$ cat src/rtl/fp16_pkg.sv
// Shared half-precision definitions: field widths, bias, FSM encoding and
// field-extract helpers used by the half<->integer conversion stages.
package fp16_pkg;

  localparam int BIAS   = 15;
  localparam int W_EXP  = 5;
  localparam int W_MAN  = 10;
  localparam int W_HALF = 1 + W_EXP + W_MAN;
  localparam int W_OUT  = 16;
  localparam int W_MAG  = 17;
  localparam int W_CNT  = 4;

  // Exponent at which the 11-bit significand, read as an integer, already
  // equals the value: 1.m * 2^(e-BIAS) = sig * 2^(e-(BIAS+W_MAN)).
  localparam int EXP_UNIT = BIAS + W_MAN;
  // Largest exponent whose values are all below 0.5 and so round to zero.
  localparam int EXP_ZERO_MAX = BIAS - 2;
  // Exponent whose values only fit a signed 16-bit integer as exactly -32768.
  localparam int EXP_EDGE = BIAS + W_OUT - 1;

  typedef enum logic [2:0] {
    IDLE,
    DECODE,
    SHIFT,
    ROUND,
    OUT,
    ERR
  } state_t;

  function automatic logic fp16_sign(input logic [W_HALF-1:0] h);
    return h[W_HALF-1];
  endfunction

  function automatic logic [W_EXP-1:0] fp16_exp(input logic [W_HALF-1:0] h);
    return h[W_MAN +: W_EXP];
  endfunction

  function automatic logic [W_MAN-1:0] fp16_man(input logic [W_HALF-1:0] h);
    return h[W_MAN-1:0];
  endfunction

endpackage

$ cat src/rtl/fp16_to_int_if.sv
// Request/result signals of the half-to-integer converter. The requester
// drives the operand and R_I; the converter returns dataOut with strobes.
interface fp16_to_int_if;
  import fp16_pkg::*;

  logic [W_HALF-1:0] dataIn;
  logic              R_I;
  logic [W_OUT-1:0]  dataOut;
  logic              R_O;
  logic              REG_ERROR;

  modport master (
    output dataIn,
    output R_I,
    input  dataOut,
    input  R_O,
    input  REG_ERROR
  );

  modport slave (
    input  dataIn,
    input  R_I,
    output dataOut,
    output R_O,
    output REG_ERROR
  );

endinterface

$ cat src/rtl/fp16_round_ne.sv
// Round-to-nearest, ties-to-even on an integer magnitude, given the first
// discarded bit (guard) and the OR of every bit below it (sticky).
module fp16_round_ne
  import fp16_pkg::*;
(
  input  logic [W_MAG-1:0] mag,
  input  logic             guard,
  input  logic             sticky,
  output logic [W_MAG-1:0] mag_rnd
);

  logic inc;

  // Above the halfway point always rounds up; exactly halfway only when odd.
  assign inc     = guard & (sticky | mag[0]);
  assign mag_rnd = mag + W_MAG'(inc);

endmodule

$ cat src/rtl/fp16_to_int.sv
// Multi-cycle IEEE754 half-precision to signed 16-bit integer converter.
// The significand is shifted one bit per cycle to its integer position,
// rounded to nearest-even, then negated for negative operands. Values that
// cannot be represented raise REG_ERROR together with R_O.
module fp16_to_int
  import fp16_pkg::*;
(
  input  logic         clk,
  input  logic         reset,
  fp16_to_int_if.slave bus
);

  state_t state, state_nxt;

  logic [W_HALF-1:0] operand;
  logic [W_MAG-1:0]  mag;
  logic [W_MAG-1:0]  mag_rnd;
  logic [W_CNT-1:0]  cnt;
  logic              shl;
  logic              guard;
  logic              sticky;
  logic              err_q;
  logic [W_OUT-1:0]  data_out_q;
  logic              r_o;
  logic              reg_error;

  logic              op_sign;
  logic [W_EXP-1:0]  op_exp;
  logic [W_MAN-1:0]  op_man;
  logic              dec_zero;
  logic              dec_err;
  logic              exp_above;
  logic [W_CNT-1:0]  shift_n;

  assign op_sign = fp16_sign(operand);
  assign op_exp  = fp16_exp(operand);
  assign op_man  = fp16_man(operand);

  // Zero, -0, subnormals and everything below 0.5 convert to 0.
  assign dec_zero  = (op_exp <= W_EXP'(EXP_ZERO_MAX));
  // Inf/NaN, and anything at or beyond 2^15 except exactly -32768.
  assign dec_err   = (op_exp == '1) ||
                     ((op_exp == W_EXP'(EXP_EDGE)) && !(op_sign && (op_man == '0)));
  assign exp_above = (op_exp > W_EXP'(EXP_UNIT));
  assign shift_n   = exp_above ? W_CNT'(op_exp - W_EXP'(EXP_UNIT))
                               : W_CNT'(W_EXP'(EXP_UNIT) - op_exp);

  fp16_round_ne u_round (
    .mag     (mag),
    .guard   (guard),
    .sticky  (sticky),
    .mag_rnd (mag_rnd)
  );

  // State register.
  always_ff @(posedge clk or negedge reset) begin
    // NOTE: sequential state is written with <= so every register samples
    // pre-edge values and the update order inside the block does not matter.
    if (!reset) state <= IDLE;
    else        state <= state_nxt;
  end

  // Next-state and strobe decode. Zero and error operands also pass through
  // ROUND, so every result leaves from the same finalise cycle.
  always_comb begin
    // NOTE: defaults first, so no branch leaves a signal unassigned and no
    // latch is inferred.
    state_nxt = state;
    r_o       = 1'b0;
    reg_error = 1'b0;
    case (state)
      IDLE:    if (bus.R_I) state_nxt = DECODE;
      DECODE:  begin
        if (dec_err || dec_zero || (shift_n == '0)) state_nxt = ROUND;
        else                                        state_nxt = SHIFT;
      end
      SHIFT:   if (cnt == W_CNT'(1)) state_nxt = ROUND;
      ROUND:   state_nxt = err_q ? ERR : OUT;
      OUT:     begin
        r_o       = 1'b1;
        state_nxt = IDLE;
      end
      ERR:     begin
        r_o       = 1'b1;
        reg_error = 1'b1;
        state_nxt = IDLE;
      end
      default: state_nxt = IDLE;
    endcase
  end

  // Operand capture, bit-serial shifter and result register.
  always_ff @(posedge clk or negedge reset) begin
    if (!reset) begin
      operand    <= '0;
      mag        <= '0;
      cnt        <= '0;
      shl        <= 1'b0;
      guard      <= 1'b0;
      sticky     <= 1'b0;
      err_q      <= 1'b0;
      data_out_q <= '0;
    end else begin
      case (state)
        IDLE: if (bus.R_I) operand <= bus.dataIn;
        DECODE: begin
          guard  <= 1'b0;
          sticky <= 1'b0;
          err_q  <= dec_err;
          shl    <= exp_above;
          cnt    <= shift_n;
          if (dec_err || dec_zero) mag <= '0;
          else                     mag <= W_MAG'({1'b1, op_man});
        end
        SHIFT: begin
          cnt <= cnt - W_CNT'(1);
          if (shl) begin
            mag <= {mag[W_MAG-2:0], 1'b0};
          end else begin
            mag    <= {1'b0, mag[W_MAG-1:1]};
            guard  <= mag[0];
            sticky <= sticky | guard;
          end
        end
        ROUND: begin
          if (err_q) data_out_q <= '0;
          else       data_out_q <= W_OUT'(op_sign ? (~mag_rnd + W_MAG'(1)) : mag_rnd);
        end
        default: ;
      endcase
    end
  end

  assign bus.dataOut   = data_out_q;
  assign bus.R_O       = r_o;
  assign bus.REG_ERROR = reg_error;

endmodule

$ cat src/flat_wrapper.sv
// flat-port wrapper written by rule: the top's interface ports become plain ports
module fp16_to_int_flat import fp16_pkg::*;
  (clk, reset, bus_dataIn, bus_R_I, bus_dataOut, bus_R_O, bus_REG_ERROR);
  fp16_to_int_if bus_i ();
  input  logic clk;
  input  logic reset;
  input wire logic [$bits(bus_i.dataIn)-1:0] bus_dataIn;
  input wire logic [$bits(bus_i.R_I)-1:0] bus_R_I;
  output wire logic [$bits(bus_i.dataOut)-1:0] bus_dataOut;
  output wire logic [$bits(bus_i.R_O)-1:0] bus_R_O;
  output wire logic [$bits(bus_i.REG_ERROR)-1:0] bus_REG_ERROR;
  assign bus_i.dataIn = bus_dataIn;
  assign bus_i.R_I = bus_R_I;
  assign bus_dataOut = bus_i.dataOut;
  assign bus_R_O = bus_i.R_O;
  assign bus_REG_ERROR = bus_i.REG_ERROR;
  fp16_to_int u_core (.clk(clk), .reset(reset), .bus(bus_i));
endmodule
$ cat config.mk
export PLATFORM = sky130hd
export DESIGN_NAME = fp16_to_int_flat
export DESIGN_NICKNAME = d
export VERILOG_FILES = /design/src/rtl/fp16_pkg.sv /design/src/rtl/fp16_to_int_if.sv /design/src/rtl/fp16_round_ne.sv /design/src/rtl/fp16_to_int.sv /design/src/flat_wrapper.sv
export SDC_FILE = /design/constraint.sdc
export NUM_CORES = 1
export LEC_CHECK = 0
export CORE_MARGIN = 1
export CORE_UTILIZATION = 57
export DETAILED_ROUTE_END_ITERATION = 10
export PLACE_DENSITY = 0.8
export RECOVER_POWER = 100
export REMOVE_ABC_BUFFERS = 1
export SLEW_MARGIN = 40
export SYNTH_ARGS = -nofsm -noshare
export SYNTH_HDL_FRONTEND = slang
export SYNTH_SLANG_ARGS = --single-unit
$ cat constraint.sdc
create_clock -name clk -period 3.6 [get_ports clk]
set_clock_uncertainty 0.05 [all_clocks]
set_input_delay 0.54 -clock clk [delete_from_list [all_inputs] [get_ports clk]]
set_output_delay 0.54 -clock clk [all_outputs]
set_load 0.02 [all_outputs]
==> results of run 1 <==
logic make-up (layout without fill, tap and decap cells):
| kind of cell | after synthesis | count (layout) |
|---|---|---|
| flip-flops | 60 | 60 |
| multiplexers | 30 | 30 |
| XOR/XNOR | 31 | 31 |
| AND/OR/NAND/NOR | 107 | 107 |
| AO/OA/AOI/OAI | 91 | 91 |
| adder cells (fa/ha/maj) | 14 | 14 |
| buffers and inverters | 43 | 71 |
routing by layer:
metal  GRT usage  vias up  share of wire  routed length (um)
met4      0.1018        0          0.021                 161
met3     0.05604       18          0.049                 369
met1      0.3354     1399           0.47                3510
met5           0        -              0                   0
li1            -     1397              -                   -
met2      0.3876       71           0.46                3452
Yosys cell counts (3+ instances only):
| cell type | number | area [um^2] |
|---|---|---|
| o21ai_0 | 22 | 110.1 |
| a221o_1 | 10 | 100.1 |
| clkbuf_1 | 22 | 82.58 |
| a31oi_1 | 6 | 37.54 |
| nor3_1 | 5 | 25.02 |
| ha_1 | 14 | 175.2 |
| nor2_1 | 27 | 101.4 |
| o31ai_1 | 7 | 52.55 |
| nand2_1 | 31 | 116.4 |
| mux2i_1 | 16 | 160.2 |
| a22o_1 | 12 | 105.1 |
| inv_1 | 15 | 56.30 |
| nand3_1 | 16 | 80.08 |
| or3_1 | 3 | 18.77 |
| xnor2_1 | 20 | 175.2 |
| mux2_2 | 14 | 157.7 |
| and2_1 | 3 | 18.77 |
| a21oi_1 | 12 | 60.06 |
| xor2_1 | 11 | 96.34 |
| a211oi_1 | 4 | 30.03 |
| dfrtp_1 | 60 | 1501 |
| nor4b_1 | 3 | 26.28 |
layout make-up:
cell class | count | area [um^2]
clock buffer | 12 | 155.1
inverter | 15 | 56.30
fill | 487 | 1856
timing repair buffer | 40 | 369.1
tap | 75 | 93.84
multi-input combinational | 273 | 1981
sequential | 60 | 1503
clock inverter | 4 | 47.55
worst min-delay path by stage:
stage / slack, ns / depth (start not counted) / to / from
after CTS: 0.15 / 1 / u_core.state[2]$_DFFE_PN0P_ / reset
after detailed placement: 0.42 / 2 / u_core.bus.dataOut[7]$_DFFE_PN0N_ / u_core.bus.dataOut[7]$_DFFE_PN0N_
final: 0.42 / 2 / u_core.bus.dataOut[10]$_DFFE_PN0N_ / u_core.bus.dataOut[10]$_DFFE_PN0N_
after global routing: 0.44 / 2 / u_core.bus.dataOut[7]$_DFFE_PN0N_ / u_core.bus.dataOut[7]$_DFFE_PN0N_
after floorplan: 0.19 / 0 / u_core.bus.dataOut[0]$_DFFE_PN0N_ / reset
after global placement: 0.41 / 2 / u_core.bus.dataOut[1]$_DFFE_PN0N_ / u_core.bus.dataOut[1]$_DFFE_PN0N_
tightest hold or removal path: stages (launching register included):
cell and delay (ns):
dfrtp_1 0.33, nand2_1 0.05, o31ai_1 0.05
power groups by stage:
stage / logic [mW] / registers [mW] / clock network, mW
6_report: 1.68 / 1.34 / 0.623
3_3_place_gp: 1.68 / 1.32 / 0
2_1_floorplan: 1.19 / 1.33 / 0
4_1_cts: 1.75 / 1.34 / 0.634
3_5_place_dp: 1.73 / 1.35 / 0
5_1_grt: 1.88 / 1.39 / 0.664
through the flow:
stage               utilization  instances  area [um^2]
finish                   0.6938        479         4205
global route             0.6938        479         4205
CTS                      0.7000        479         4243
detailed placement       0.6666        463         4040
global placement         0.6662        463         4038
floorplan                     -        348         3552
cells in the final DEF (no fill, tap or decap), types with 2 or more instances in the layout:
| cell type | n |
|---|---|
| dfrtp_1 | 59 |
| nand2_1 | 31 |
| nor2_1 | 28 |
| o21ai_0 | 22 |
| xnor2_1 | 20 |
| dlygate4sd3_1 | 19 |
| mux2i_1 | 16 |
| nand3_1 | 16 |
| clkdlybuf4s50_1 | 16 |
| inv_1 | 15 |
| mux2_2 | 14 |
| ha_1 | 14 |
| a21oi_1 | 13 |
| a22o_1 | 12 |
| xor2_1 | 11 |
| clkbuf_8 | 11 |
| a221o_1 | 10 |
| o31ai_1 | 7 |
| a31oi_1 | 6 |
| clkbuf_1 | 6 |
| nor3_1 | 5 |
| a211oi_1 | 4 |
| and2_1 | 3 |
| nor4b_1 | 3 |
| or3_1 | 3 |
| o21a_1 | 2 |
| nor4_1 | 2 |
| o2111ai_1 | 2 |
| a221oi_1 | 2 |
| nand4_4 | 2 |
| nand4_1 | 2 |
| nor4_2 | 2 |
| and3_1 | 2 |
| o41ai_1 | 2 |
| clkinv_2 | 2 |
flip-flops by register name (all words and copies together) (netlist names):
signal	flops
u_core.bus.dataOut	16
u_core.cnt	4
u_core.err_q	1
u_core.guard	1
u_core.mag	17
u_core.operand	16
u_core.shl	1
u_core.state	3
u_core.sticky	1
==> flow_summary_export.csv, run 1 <==
group,metric,value,unit
critical_path,max_stage_delay,0.46,ns
floorplanning,initial_core_util,0.6069,
critical_path,cp_cell_sequence,"o21a_1, ha_1, ha_1, inv_1, nor2_1, xnor2_1, nand4_4, o41ai_1, xnor2_1, a22o_1",
power,seqPwrFrac,0.367,
detailed_routing,ant_nets,0,
power,peakVddDrop,0.0004755,V
global_route,grt_pass1_wl,12780,um
sta,fin_crit_sh,0.8523,
clocking,ctsHoldBuffers,0,
cells_and_area,nNetsFinal,432,
synthesis,syn_area,3679,um^2
power,finalPower,3.645,mW
worst_hold_path,hp-class,"register to register",
synthesis,synth_ff_type,"dfrtp_1",
critical_path,reg2regPathDepth,10,
critical_path,critPathCapture,"u_core.bus.dataOut[15]$_DFFE_PN0N_",
clocking,insertion_delay,0.35,ns
critical_path,r2r-start,"u_core.mag[0]$_DFFE_PN0N_",
critical_path,crit_slowest_cell,"o41ai_1",
detailed_routing,detail_route.wl_per_cell,15.65,um
synthesis,synth_cell_type_count,55,
power,swShare,0.4254,
placement,gp_congestion,0.8849,
critical_path,regToRegEndpoint,"u_core.bus.dataOut[15]$_DFFE_PN0N_",
critical_path,cp-end-kind,"register",
critical_path,crit_fanout,10,
cells_and_area,area_growth,14.32,%
power,power.internal,2.094,mW
critical_path,required,3.78,ns
synthesis,synth_seq_cells,60,
sta,drv_slew,47,
floorplanning,die_x,82.34,um
sta,hold_violations,0,
clocking,cts_tree,"built",
power,p_sw,1.551,mW
synthesis,synth_fa_ha_area_frac,0.04762,
flow_run,cap_violations,1,
synthesis,synthXorXnorAreaFrac,0.07381,
sta,fmax,325.9,MHz
synthesis,yosys_warnings,0,
run_status,run_status,"complete, but fails checks",
synthesis,synthSimpleGateAreaFrac,0.1554,
synthesis,synthArstFlopShare,1.000,
floorplanning,fp.dieH,82.34,um
cells_and_area,antennaDiodeCount,0,
clocking,postCtsSetupBuffers,0,
critical_path,critical_path_class,"register to register",
sta,worst_pin_slew,2.379,ns
detailed_routing,dr.pass1.iters,4,
sta,rsz0062_at_grt,"no",
synthesis,synth_top_family_by_area,"compound AO/OA/AOI/OAI gates",
sta,holdWs,0.4199,ns
detailed_routing,drt_iter0_markers,207,
global_route,grt_antenna_before_repair,0,
global_route,grt_max_degree,47,
global_route,overflow,0,
floorplanning,core_area,6061,um^2
clocking,cts_num_sinks,60,
global_route,grt_pass1_vias,2727,
sta,timing.setup.tns,0,ns
placement,post-place-ws,0.7300,ns
clocking,cts_max_path_buffers,2,
detailed_routing,vias,2885,
synthesis,synth_edf_count,0,
synthesis,ys_seq_area_frac,0.4082,
clocking,numCtsBuffers,9,
critical_path,rrSetupSlack,0.53,ns
clocking,path_clk_slew,0.07,ns
critical_path,crit_family,"compound AO/OA/AOI/OAI gates",
synthesis,synth_cells,376,
sta,period_needed,3.068,ns
global_route,grt_usage,0.2494,
detailed_routing,drc_errors,0,
critical_path,crit_start,"u_core.mag[0]$_DFFE_PN0N_",
placement,io_buffers,36,
placement,hpwl,5203,um
cells_and_area,drive_above_1_share,0.09901,
clocking,ctsResizeCount,0,
floorplanning,dieArea,6779,um^2
synthesis,synthMuxAreaShare,0.08639,
power,p_leak,1.763,nW
synthesis,syn-mean-instance-area,9.783,um^2
critical_path,crit_buf_inv,1,
critical_path,worstSetupStartpointType,"register",
power,p_comb_frac,0.462,
run_status,violations,"max-capacitance violations, max-slew violations",
detailed_routing,drt-total-wl,7494,um
clocking,ctsRootBufferMaster,"clkbuf_8",
floorplanning,std_cell_rows,28,
critical_path,cp.arrival,3.25,ns
sta,finalWorstSetupSlack,0.5317,ns
power,power.density,866.8,nW/um^2
power,clock_power_share,0.171,
detailed_routing,vias_per_cell,6.023,
clocking,htreeDepth,3,
synthesis,synth-compound-area-share,0.1789,
floorplanning,io_pins,37,
sta,max_slew_margin,-0.5862,
critical_path,cp.depth,10,
sta,setup_viol,0,
Note: power is estimated with default switching activity, not from simulation.
==> run 2: changes to the inputs <==
Settings changed: CORE_UTILIZATION 57 to 39, GPL_TIMING_DRIVEN set to 0, PLACE_DENSITY 0.8 to 0.58.
==> run 2 against run 1 <==
Against the previous run:
- the run still ends with max-capacitance violations, max-slew violations left
- cell count up 7.5%
- critical path depth unchanged
- worst setup slack worse by 0.017 ns
- non-clock buffer count unchanged
- wire length down 1.5%
- core utilization down 23 points
- sequential cell count unchanged
- sequential share of layout area down 0.74 points
- maximum frequency down 0.54%
- largest cell class unchanged
- largest power group unchanged
- highest routed layer unchanged
==> flow_summary_export.csv, run 2 (synthesized netlist as in run 1, its figures left out) <==
group,metric,value,unit
global_route,grt_usage,0.1650,
critical_path,worstSetupStartpointType,"register",
floorplanning,initial_core_util,0.4000,
cells_and_area,drive_above_1_share,0.1015,
detailed_routing,vias_per_cell,5.408,
floorplanning,io_pins,37,
clocking,cts_num_sinks,60,
sta,fmax,324.1,MHz
power,power.density,860.5,nW/um^2
critical_path,crit_fanout,10,
sta,period_needed,3.085,ns
placement,gp_congestion,0.7803,
cells_and_area,largest_reg_flops,17,
clocking,ctsResizeCount,0,
cells_and_area,multi_input_area,1993,um^2
critical_path,required,3.78,ns
run_status,run_status,"complete, but fails checks",
detailed_routing,drc_errors,0,
clocking,ctsRootBufferMaster,"clkbuf_8",
power,finalPower,3.695,mW
sta,rsz0062_at_grt,"no",
worst_hold_path,hp-start,"u_core.bus.dataOut[10]$_DFFE_PN0N_",
sta,fin_crit_sh,0.8570,
cells_and_area,nNetsFinal,432,
power,p_leak,1.780,nW
cells_and_area,ff_latch_area,1503,um^2
critical_path,reg2regPathDepth,10,
cells_and_area,fillers,891,
detailed_routing,drt-total-wl,7385,um
worst_hold_path,hold_depth,2,
global_route,grt_antenna_before_repair,0,
cells_and_area,mostFrequentLayoutCell,"dfrtp_1",
global_route,grt_pass1_vias,2629,
clocking,cts_max_path_buffers,2,
global_route,grt_pass1_wl,12880,um
critical_path,cp.arrival,3.27,ns
floorplanning,dieArea,9825,um^2
global_route,grt_max_degree,33,
critical_path,rrSetupSlack,0.51,ns
detailed_routing,vias,2785,
detailed_routing,dr.pass1.iters,6,
sta,drv_slew,29,
flow_run,cap_violations,1,
cells_and_area,area_growth,16.73,%
cells_and_area,mostFrequentLayoutCells,"dfrtp_1, nand2_1, nor2_1",
floorplanning,std_cell_rows,35,
sta,worst_pin_slew,1.584,ns
clocking,path_clk_slew,0.07,ns
clocking,htreeDepth,3,
sta,timing.setup.tns,0,ns
clocking,postCtsSetupBuffers,0,
worst_hold_path,hp-class,"register to register",
sta,setup_viol,0,
cells_and_area,antennaDiodeCount,0,
placement,io_buffers,36,
clocking,ctsHoldBuffers,0,
critical_path,cp-end-kind,"register",
floorplanning,die_x,99.12,um
clocking,numCtsBuffers,9,
detailed_routing,detail_route.wl_per_cell,14.34,um
worst_hold_path,hold_path_end,"u_core.bus.dataOut[10]$_DFFE_PN0N_",
clocking,insertion_delay,0.35,ns
clocking,cts_tree,"built",
power,peakVddDrop,0.0002645,V
sta,hold_violations,0,
run_status,violations,"max-capacitance violations, max-slew violations",
cells_and_area,fin_area,4294,um^2
critical_path,critical_path_class,"register to register",
critical_path,r2r-start,"u_core.mag[0]$_DFFE_PN0N_",
placement,hpwl,5378,um
floorplanning,core_area,9196,um^2
critical_path,regToRegEndpoint,"u_core.bus.dataOut[15]$_DFFE_PN0N_",
detailed_routing,drt_iter0_markers,102,
detailed_routing,ant_nets,0,
global_route,overflow,0,
placement,dpl_cell_area,4098,um^2
floorplanning,fp.dieH,99.12,um
cells_and_area,largest-register,"u_core.mag",
sta,max_slew_margin,-0.05619,
## run 2: worst max-delay path, stage by stage (launching register included)
cell     delay [ns]
dfrtp_1        0.43
o21a_1         0.14
ha_1           0.25
ha_1           0.40
inv_1          0.16
nor2_1         0.38
xnor2_1        0.27
nand4_4        0.18
o41ai_2        0.40
xnor2_1        0.10
a22o_1         0.21
## run 2: layer usage
layer,vias up,part of all wire,track usage
li1,1400,-,-
met1,1322,0.51,0.2217
met2,56,0.45,0.2598
met3,7,0.040,0.04638
met4,0,0.0069,0.05090
met5,-,0,0
## run 2: per-stage QoR
step	std cells	worst slack, ns	hold slack [ns]	util
2_1_floorplan	348	0.6345	0.1944	-
5_1_grt	515	0.1931	0.4640	0.4669
3_5_place_dp	499	0.6173	0.4254	0.4456
3_3_place_gp	495	-0.8207	0.4173	0.4405
4_1_cts	515	0.5995	0.06799	0.4693
6_report	515	0.5149	0.4253	0.4669
## run 2: power by group
group | total (mW) | switching, mW | internal (mW) | leakage [nW]
logic | 1.68 | 0.882 | 0.798 | 0.914
clock network | 0.681 | 0.273 | 0.408 | 0.107
registers | 1.34 | 0.387 | 0.948 | 0.760
## run 2: final cells by class
class                           count  share of cell area
Inverter                           15             0.01311
Clock buffer                       12             0.03380
Sequential cell                    60              0.3499
Clock inverter                      4             0.01690
Multi-Input combinational cell    273              0.4642
Tap cell                          111             0.03234
Timing Repair Buffer               40             0.08974
## run 2: worst max path at each step
stage | startpoint | endpoint | slack, ns | cells past startpoint
2_1_floorplan | bus_R_I | u_core.operand[0]$_DFFE_PN0P_ | 0.63 | 2
3_3_place_gp | bus_R_I | u_core.operand[8]$_DFFE_PN0P_ | -0.82 | 3
3_5_place_dp | u_core.mag[0]$_DFFE_PN0N_ | u_core.bus.dataOut[15]$_DFFE_PN0N_ | 0.62 | 10
4_1_cts | u_core.mag[0]$_DFFE_PN0N_ | u_core.bus.dataOut[15]$_DFFE_PN0N_ | 0.60 | 10
5_1_grt | u_core.mag[0]$_DFFE_PN0N_ | u_core.bus.dataOut[15]$_DFFE_PN0N_ | 0.19 | 10
6_report | u_core.mag[0]$_DFFE_PN0N_ | u_core.bus.dataOut[15]$_DFFE_PN0N_ | 0.51 | 10
==> run 3: changes to the inputs <==
Settings changed: CORE_UTILIZATION 39 to 45, PLACE_DENSITY 0.58 to 0.65.
==> run 3 against run 2 <==
Against the previous run:
- the flow still finishes with violations (max-capacitance violations, max-slew violations)
- core utilization up 8.0 points
- via count about the same
- wire length down 3.2%
- worst setup slack worse by 0.012 ns
- critical path depth unchanged
- sequential power about the same
- sequential share of layout area up 0.23 points
- maximum frequency down 0.40%
- first-iteration DRC count up 27%
- critical path type unchanged
==> flow_summary_export.csv, run 3 (synthesized netlist as in run 1, its figures left out) <==
group,metric,value,unit
global_route,grt_pass1_vias,2528,
global_route,overflow,0,
clocking,ctsHoldBuffers,0,
sta,drv_slew,30,
cells_and_area,nNetsFinal,432,
critical_path,cp_cell_sequence,"o21a_1, ha_1, ha_1, inv_1, nor2_1, xnor2_1, nand4_4, o41ai_1, xnor2_1, a22o_1",
sta,rsz0062_at_grt,"no",
global_route,grt_antenna_before_repair,0,
cells_and_area,drive_above_1_share,0.09926,
clocking,numCtsBuffers,9,
power,power.density,850.8,nW/um^2
power,p_leak,1.774,nW
worst_hold_path,hp-class,"register to register",
clocking,ctsRootBufferMaster,"clkbuf_8",
clocking,cts_max_path_buffers,2,
floorplanning,die_x,92.41,um
placement,dpl_cell_area,4086,um^2
clocking,cts_tree,"built",
clocking,ctsResizeCount,0,
floorplanning,dieArea,8540,um^2
critical_path,crit_slowest_cell,"o41ai_1",
critical_path,critical_path_class,"register to register",
detailed_routing,vias_per_cell,5.513,
cells_and_area,mostFrequentLayoutCells,"dfrtp_1, nand2_1, nor2_1",
cells_and_area,mostFrequentLayoutCell,"dfrtp_1",
detailed_routing,ant_nets,0,
cells_and_area,largest-register,"u_core.mag",
clocking,htreeDepth,3,
global_route,grt_pass1_wl,12330,um
flow_run,cap_violations,1,
placement,gp_congestion,0.7786,
placement,io_buffers,36,
global_route,grt_usage,0.1846,
global_route,grt_max_degree,32,
sta,worst_pin_slew,1.642,ns
detailed_routing,vias,2784,
run_status,violations,"max-capacitance violations, max-slew violations",
sta,fin_crit_sh,0.8604,
detailed_routing,drc_errors,0,
detailed_routing,drt_iter0_markers,130,
critical_path,crit_family,"compound AO/OA/AOI/OAI gates",
floorplanning,initial_core_util,0.4712,
cells_and_area,fin_area,4267,um^2
cells_and_area,largest_reg_flops,17,
clocking,cts_num_sinks,60,
cells_and_area,area_growth,15.99,%
floorplanning,io_pins,37,
floorplanning,core_area,7807,um^2
sta,period_needed,3.097,ns
sta,hold_violations,0,
critical_path,crit_fanout,10,
detailed_routing,detail_route.wl_per_cell,14.16,um
critical_path,worstSetupStartpointType,"register",
critical_path,crit_buf_inv,1,
clocking,path_clk_slew,0.07,ns
placement,hpwl,5239,um
critical_path,required,3.78,ns
sta,fmax,322.8,MHz
critical_path,cp.arrival,3.28,ns
clocking,insertion_delay,0.35,ns
floorplanning,fp.dieH,92.41,um
detailed_routing,drt-total-wl,7152,um
sta,setup_viol,0,
placement,post-place-ws,0.6248,ns
clocking,postCtsSetupBuffers,0,
critical_path,cp-end-kind,"register",
run_status,run_status,"complete, but fails checks",
sta,finalWorstSetupSlack,0.5025,ns
cells_and_area,antennaDiodeCount,0,
sta,max_slew_margin,-0.09499,
power,peakVddDrop,0.0003826,V
detailed_routing,dr.pass1.iters,4,
floorplanning,std_cell_rows,32,
critical_path,max_stage_delay,0.45,ns
## run 3: changes by cell type in the layout (fill, tap and decap cells not counted)
cell and change:
clkinv_2 -1, o41ai_1 +1, clkinvlp_4 -1, nor4_1 -1, bufinv_16 -1, clkbuf_8 +2
nor4_2 +1, o41ai_2 -1
## run 3: metal layers
metal	part of all wire	vias to the layer above	global-route usage
met5	0	-	0
met4	0.020	0	0.08594
met3	0.037	11	0.03859
met2	0.45	56	0.2821
met1	0.49	1311	0.2499
li1	-	1406	-
## run 3: final timing paths
check | endpoint | slack (ns) | from | cells after the start
min | u_core.bus.dataOut[10]$_DFFE_PN0N_ | 0.42 | u_core.bus.dataOut[10]$_DFFE_PN0N_ | 2
max | u_core.bus.dataOut[15]$_DFFE_PN0N_ | 0.50 | u_core.mag[0]$_DFFE_PN0N_ | 10
min reg2reg | u_core.bus.dataOut[10]$_DFFE_PN0N_ | 0.42 | u_core.bus.dataOut[10]$_DFFE_PN0N_ | 2
max in group asynchronous | u_core.mag[14]$_DFFE_PN0N_ | 1.98 | reset | 1
max reg2reg | u_core.bus.dataOut[15]$_DFFE_PN0N_ | 0.50 | u_core.mag[0]$_DFFE_PN0N_ | 10
min in group asynchronous | u_core.operand[12]$_DFFE_PN0P_ | 0.55 | reset | 1
## run 3: final cells by class
class,instances,area (um^2)
clock buffers,14,172.7
clock inverters,1,30.03
fillers,716,3541
inverters,15,56.30
multi-input cells,273,1992
flip-flops and latches,60,1503
well taps,102,127.6
repair buffers,40,385.4
## run 3: worst min-delay path: stages, from the launching register on
cell and delay (ns):
dfrtp_1 0.33, nand2_1 0.05, o31ai_1 0.05
## run 3: power by group
part	internal (mW)	leakage [nW]	switching, mW
Clock	0.373	0.103	0.258
Sequential	0.948	0.760	0.386
Combinational	0.793	0.911	0.871
Total	2.12	1.77	1.51
## run 3: through the flow
| stage | power [mW] | std cells | util | hold slack (ns) | setup TNS, ns |
|---|---|---|---|---|---|
| after floorplan | 2.522 | 348 | - | 0.1944 | 0 |
| after global placement | 2.996 | 486 | 0.5175 | 0.4138 | -12.17 |
| after detailed placement | 3.061 | 490 | 0.5234 | 0.4185 | 0 |
| after CTS | 3.701 | 505 | 0.5494 | 0.07259 | 0 |
| after global routing | 3.927 | 505 | 0.5465 | 0.4557 | 0 |
| final | 3.630 | 505 | 0.5465 | 0.4169 | 0 |
